[src/rtl/warp_branch_sched_pkg.sv]
// Shared types and constants for the per-warp fetch scheduler.
package warp_branch_sched_pkg;

  // Per-warp lifecycle: IDLE -> READY -> FETCHED -> (READY | BR_WAIT | IDLE)
  typedef enum logic [1:0] {
    IDLE    = 2'd0,
    READY   = 2'd1,
    FETCHED = 2'd2,
    BR_WAIT = 2'd3
  } warp_state_e;

  localparam logic [31:0] STARTUP_PC_DEFAULT = 32'h8000_0000;
  localparam logic [31:0] PC_INC             = 32'd4;

endpackage

[src/rtl/warp_branch_sched_rr_arbiter.sv]
// Round-robin arbiter: searches from the pointer upward (wrapping) for the
// first requester; the pointer moves to one past the grant when adv is high.
module warp_branch_sched_rr_arbiter #(
  parameter int N  = 4,
  parameter int IW = $clog2(N)
) (
  input  logic          clk,
  input  logic          reset,
  input  logic [N-1:0]  req,
  input  logic          adv,
  output logic [N-1:0]  grant,
  output logic [IW-1:0] grant_idx,
  output logic          grant_valid
);

  logic [IW-1:0] ptr;
  logic [IW-1:0] cand;

  // Priority search starting at ptr; N is a power of two so the add wraps.
  always_comb begin
    grant       = '0;
    grant_idx   = '0;
    grant_valid = 1'b0;
    cand        = '0;
    for (int i = 0; i < N; i++) begin
      cand = ptr + IW'(i);
      if (!grant_valid && req[cand]) begin
        grant_valid = 1'b1;
        grant_idx   = cand;
        grant[cand] = 1'b1;
      end
    end
  end

  // Pointer advances past the granted index only when the grant is consumed.
  always_ff @(posedge clk or negedge reset) begin
    if (!reset) begin
      ptr <= '0;
    end else if (adv && grant_valid) begin
      ptr <= grant_idx + IW'(1);
    end
  end

endmodule

[src/rtl/warp_branch_sched.sv]
// Per-warp fetch scheduler. Holds a PC and a small FSM per warp, issues one
// fetch per warp at a time, and parks warps on branches until the ALU
// resolves them.
//
// Fetch handshake: a request transfers on a cycle where fetch_valid and
// fetch_ready are both high. Once fetch_valid is raised, fetch_wid and
// fetch_pc stay constant and fetch_valid stays high until that transfer.
module warp_branch_sched
  import warp_branch_sched_pkg::*;
#(
  parameter int          NUM_WARPS  = 4,
  parameter int          NW_BITS    = $clog2(NUM_WARPS),
  parameter logic [31:0] STARTUP_PC = STARTUP_PC_DEFAULT
) (
  input  logic                          clk,
  input  logic                          reset,
  input  logic                          wspawn_valid,
  input  logic [NUM_WARPS-1:0]          wspawn_mask,
  input  logic [31:0]                   wspawn_pc,
  output logic                          fetch_valid,
  input  logic                          fetch_ready,
  output logic [NW_BITS-1:0]            fetch_wid,
  output logic [31:0]                   fetch_pc,
  input  logic                          dec_valid,
  input  logic [NW_BITS-1:0]            dec_wid,
  input  logic                          dec_is_br,
  input  logic                          dec_halt,
  input  logic                          br_valid,
  input  logic [NW_BITS-1:0]            br_wid,
  input  logic                          br_taken,
  input  logic [31:0]                   br_dest,
  output logic [NUM_WARPS-1:0]          active_mask,
  output logic                          proto_err,
  output logic [NUM_WARPS-1:0][1:0]     warp_state_dbg
);

  warp_state_e st     [NUM_WARPS];
  warp_state_e nxt_st [NUM_WARPS];
  logic [31:0] pc     [NUM_WARPS];
  logic [31:0] nxt_pc [NUM_WARPS];

  logic                 fire;
  logic                 select_en;
  logic                 br_ok;
  logic                 dec_ok;
  logic [NUM_WARPS-1:0] req;
  logic [NUM_WARPS-1:0] grant;
  logic [NW_BITS-1:0]   grant_idx;
  logic                 grant_valid;
  logic [31:0]          grant_pc;

  assign fire      = fetch_valid && fetch_ready;
  assign select_en = !fetch_valid || fire;
  // Events only count when the target warp is in the state that expects them.
  assign br_ok     = br_valid  && (st[br_wid]  == BR_WAIT);
  assign dec_ok    = dec_valid && (st[dec_wid] == FETCHED);

  // Request mask: READY warps, minus the one firing now (no back-to-back issue).
  always_comb begin
    req = '0;
    for (int i = 0; i < NUM_WARPS; i++) begin
      req[i] = (st[i] == READY) && !(fire && (fetch_wid == NW_BITS'(i)));
    end
  end

  warp_branch_sched_rr_arbiter #(
    .N  (NUM_WARPS),
    .IW (NW_BITS)
  ) u_arb (
    .clk         (clk),
    .reset       (reset),
    .req         (req),
    .adv         (select_en),
    .grant       (grant),
    .grant_idx   (grant_idx),
    .grant_valid (grant_valid)
  );

  // One-hot PC mux for the granted warp.
  always_comb begin
    grant_pc = '0;
    for (int i = 0; i < NUM_WARPS; i++) begin
      if (grant[i]) grant_pc = grant_pc | pc[i];
    end
  end

  // Per-warp next state. Fire needs READY, br needs BR_WAIT, dec needs
  // FETCHED, spawn needs IDLE, so at most one legal event hits a warp.
  always_comb begin
    for (int i = 0; i < NUM_WARPS; i++) begin
      nxt_st[i] = st[i];
      nxt_pc[i] = pc[i];
      if (fire && (fetch_wid == NW_BITS'(i))) begin
        nxt_st[i] = FETCHED;
        nxt_pc[i] = pc[i] + PC_INC;
      end else if (br_ok && (br_wid == NW_BITS'(i))) begin
        nxt_st[i] = READY;
        if (br_taken) nxt_pc[i] = br_dest;
      end else if (dec_ok && (dec_wid == NW_BITS'(i))) begin
        if (dec_halt)       nxt_st[i] = IDLE;
        else if (dec_is_br) nxt_st[i] = BR_WAIT;
        else                nxt_st[i] = READY;
      end else if (wspawn_valid && wspawn_mask[i] && (st[i] == IDLE)) begin
        nxt_st[i] = READY;
        nxt_pc[i] = wspawn_pc;
      end
    end
  end

  // Warp state, PC and active-mask registers.
  always_ff @(posedge clk or negedge reset) begin
    if (!reset) begin
      for (int i = 0; i < NUM_WARPS; i++) begin
        st[i]          <= (i == 0) ? READY : IDLE;
        pc[i]          <= (i == 0) ? STARTUP_PC : 32'h0;
        active_mask[i] <= (i == 0);
      end
    end else begin
      for (int i = 0; i < NUM_WARPS; i++) begin
        st[i]          <= nxt_st[i];
        pc[i]          <= nxt_pc[i];
        active_mask[i] <= (nxt_st[i] != IDLE);
      end
    end
  end

  // Registered fetch request; reloaded only when empty or transferring.
  always_ff @(posedge clk or negedge reset) begin
    if (!reset) begin
      fetch_valid <= 1'b0;
      fetch_wid   <= '0;
      fetch_pc    <= '0;
    end else if (select_en) begin
      fetch_valid <= grant_valid;
      if (grant_valid) begin
        fetch_wid <= grant_idx;
        fetch_pc  <= grant_pc;
      end
    end
  end

  // Sticky flag for reports aimed at a warp in the wrong state.
  always_ff @(posedge clk or negedge reset) begin
    if (!reset) begin
      proto_err <= 1'b0;
    end else if ((dec_valid && (st[dec_wid] != FETCHED)) ||
                 (br_valid  && (st[br_wid]  != BR_WAIT))) begin
      proto_err <= 1'b1;
    end
  end

  // Debug view of every warp FSM.
  always_comb begin
    for (int i = 0; i < NUM_WARPS; i++) begin
      warp_state_dbg[i] = st[i];
    end
  end

endmodule

[config.mk]
export PLATFORM = sky130hd
export DESIGN_NAME = warp_branch_sched
export DESIGN_NICKNAME = d
export VERILOG_FILES = /design/src/rtl/warp_branch_sched_pkg.sv /design/src/rtl/warp_branch_sched_rr_arbiter.sv /design/src/rtl/warp_branch_sched.sv
export SDC_FILE = /design/constraint.sdc
export NUM_CORES = 1
export LEC_CHECK = 0
export BUFFER_PORTS_ARGS = -buffer_cell sky130_fd_sc_hd__buf_2
export CORE_ASPECT_RATIO = 0.8
export CORE_UTILIZATION = 29
export DETAILED_ROUTE_END_ITERATION = 6
export SETUP_SLACK_MARGIN = 0.15
export SYNTH_ARGS = -nofsm -noshare
export SYNTH_HDL_FRONTEND = slang
export SYNTH_SLANG_ARGS = --single-unit
[constraint.sdc]
create_clock -name clk -period 2.8 [get_ports clk]
set_input_delay 0.42 -clock clk [delete_from_list [all_inputs] [get_ports clk]]
set_output_delay 0.42 -clock clk [all_outputs]
set_load 0.005 [all_outputs]
==> run metrics <==
run status=finished, violations left; failing checks=design-rule violations; DRT iter0 DRCs=2,332; number of synthesized flops with an enable pin=0; nets=1,932; cells along the critical path=buf_6 -> nand4bb_4 -> buf_6 -> nand2_2 -> mux4_2 -> nand2b_4 -> a21oi_4 -> clkbuf_16 -> a221oi_1 -> a31oi_1; worst path required time=3.18 ns; Die H=197 um; number of diodes added for antenna fixing=0; total CTS buffers=17; input/output buffers=128; share of Yosys cell area claimed by the top area cell type=0.318; Die X-Extent=246 um; site row count=71; H-Tree Depth=4; buffering stage count on the worst path with inverters included=3; number of nets with antenna violations after routing=0; maximum number of pins on one net before global-route repair=60; setup slack of the critical path after layout=0.209 ns; post-detailed-placement half-perimeter wirelength=42.3 mm; total power draw=0.0214 W; cell area after synthesis=13,800 sq um; Top delay family on crit path=compound AO/OA/AOI/OAI gates; overflow left after global routing=0; insertion delay to the later sink of the worst-skew pair=0.47 ns; global-route wire length before repair=86.6 mm; worst-path fanout max=8; number of antenna violations at the first check in global routing=0; initial core utilization=0.294; type of element launching the critical path=flip-flop; flip-flop and latch count after synthesis=178; smallest hold slack=0.228 ns; PwrDens=1280 nW/um^2; transition at the pin with the smallest max-transition slack=0.853 ns; fmax=386 MHz; DRC errors left=7; clock tree root buffer cell=sky130_fd_sc_hd__clkbuf_16; max-slew headroom at the worst pin=0.430; worst setup path category=reg -> reg; core area=46,900 sq um; number of instances in the synthesized netlist=1,720; clock transition at the registers of the reported paths=0.08 ns; Final Routed Wirelength=59.6 mm; biggest area contributors in the synthesized netlist=sky130_fd_sc_hd__dfrtp_1, sky130_fd_sc_hd__nand2_1, sky130_fd_sc_hd__a21oi_1; First-pass DRT Iterations=7; buffer levels on the longest clock path=2; Yosys top cell by area=sky130_fd_sc_hd__dfrtp_1; total non-filler cell area in the finished layout=16,700 sq um; share of flip-flops with an asynchronous set or reset=1.00; most common cell after layout, fill and taps aside=sky130_fd_sc_hd__nand2_1; Num Clock Sinks=178; cell type with the highest occurrence count on the critical path=sky130_fd_sc_hd__buf_6; Worst Path Arrival=2.98 ns; number of warnings reported in the yosys synthesis log=0; Avg Vias per Cell=6.22; post-route fraction of the period consumed by the critical path=0.925; drt wl/cell=24.1 um; Max-Cap Viols=0; average size of a mapped cell=8.01 sq um; Final min period=2.59 ns; die footprint=48,400 sq um; syn nets=1,813; peak ir drop on the vdd network=0.000541 V; main flop type after synthesis=sky130_fd_sc_hd__dfrtp_1; Final TNS setup=0 ns; slowest CP cell=sky130_fd_sc_hd__mux4_2; IO Pins=129; fraction of layout cells with a size suffix above 1=0.233; P_leak=6.37 nW; Final Setup Violations=0; Critical Path End Type=flip-flop; top library cells by usage in the layout, fill and taps aside=sky130_fd_sc_hd__nand2_1, sky130_fd_sc_hd__dfrtp_1, sky130_fd_sc_hd__nor2_1; TritonCTS clock tree=done; number of global-route vias before repair=14,049; slowest cell delay on critical path=0.57 ns; dpl cell area=15,600 sq um; total vias in the final route=15,376; number of distinct standard cells referenced by the synthesized netlist=82; Area Overhead vs Synth=21.3%; total routing usage reported by global routing=0.234; Final Hold Fails=0; worst min path class=in -> reg; RD Place Congestion=0.955; pre-CTS setup slack=0.110 ns; Final Max Tran Viols=0; RSZ-0062 raised after global routing=yes; worst clock skew=0.0171 ns; share of synthesized area occupied by flip-flops and latches=0.324
## layer usage
layer	up-vias	part of all wire	global-route usage
li1	6777	-	-
met1	7468	0.44	0.355
met2	1045	0.41	0.325
met3	86	0.13	0.0594
met4	0	0.019	0.0557
met5	-	0	0
## power by group
part	internal [W]	total (W)	leakage, nW	switching, W
combinational	0.00530	0.0128	4.10	0.00750
sequential	0.00390	0.00616	2.01	0.00226
clock	0.00130	0.00244	0.263	0.00114
## registers in the layout, indices dropped and copies added, names as in the netlist
register / count
pc: 128
fetch_pc: 32
active_mask: 4
fetch_wid: 2
warp_state_dbg: 8
proto_err: 1
fetch_valid: 1
u_arb.ptr: 2
## final timing paths
path | from | endpoint | slack (ns) | cells past startpoint
max reg2reg | fetch_valid | fetch_pc[9] | 0.21 | 10
min in group asynchronous | reset | fetch_wid[0] | 0.50 | 2
min reg2reg | proto_err | proto_err | 0.46 | 1
max in group asynchronous | reset | pc[31] | 1.54 | 3
min | br_valid | proto_err | 0.23 | 2
max | fetch_valid | fetch_pc[9] | 0.21 | 10
## Yosys cell counts, types with 17 or more instances
cell	instances
sky130_fd_sc_hd__a22oi_1	96
sky130_fd_sc_hd__a211oi_1	17
sky130_fd_sc_hd__nand2_1	262
sky130_fd_sc_hd__dfrtp_1	175
sky130_fd_sc_hd__and3_1	20
sky130_fd_sc_hd__a31oi_1	48
sky130_fd_sc_hd__nand3_1	74
sky130_fd_sc_hd__nor2_1	165
sky130_fd_sc_hd__a221oi_2	20
sky130_fd_sc_hd__o221ai_2	30
sky130_fd_sc_hd__buf_2	28
sky130_fd_sc_hd__o21ai_0	98
sky130_fd_sc_hd__a221oi_1	18
sky130_fd_sc_hd__clkbuf_1	107
sky130_fd_sc_hd__inv_1	22
sky130_fd_sc_hd__o22a_1	23
sky130_fd_sc_hd__a222oi_1	32
sky130_fd_sc_hd__nand4_1	26
sky130_fd_sc_hd__a21oi_1	157
sky130_fd_sc_hd__mux2i_1	42
## stage by stage
step / utilization / std cells
4_1_cts: 0.345 / 2453
2_1_floorplan: - / 1720
5_1_grt: 0.356 / 2472
6_report: 0.356 / 2472
3_3_place_gp: 0.333 / 2420
3_5_place_dp: 0.333 / 2420
## final cells by class
class | count | area (sq um)
Clock buffer | 24 | 482
Sequential cell | 178 | 4470
Timing Repair Buffer | 267 | 2010
Multi-Input combinational cell | 1352 | 8800
Clock inverter | 8 | 82.6
Tap cell | 620 | 776
Fill cell | 4884 | 30200
Inverter | 23 | 91.3
## cells by family after synthesis
kind of cell	after synthesis	synth area share
compound gates	643	0.342
fa+ha+maj	12	0.0109
buf+inv	190	0.0605
flops	178	0.324
mux	57	0.0469
simple gates	640	0.216
## what timing repair did
item | CTS | global route
setup buffers | 0 | 10
gates resized for setup | 0 | 53
endpoints found under the setup margin | 0 | 39
endpoints found under the hold margin | 46 | 0
hold buffers | 1 | 0
No activity file was read; power rests on OpenSTA's default activity.
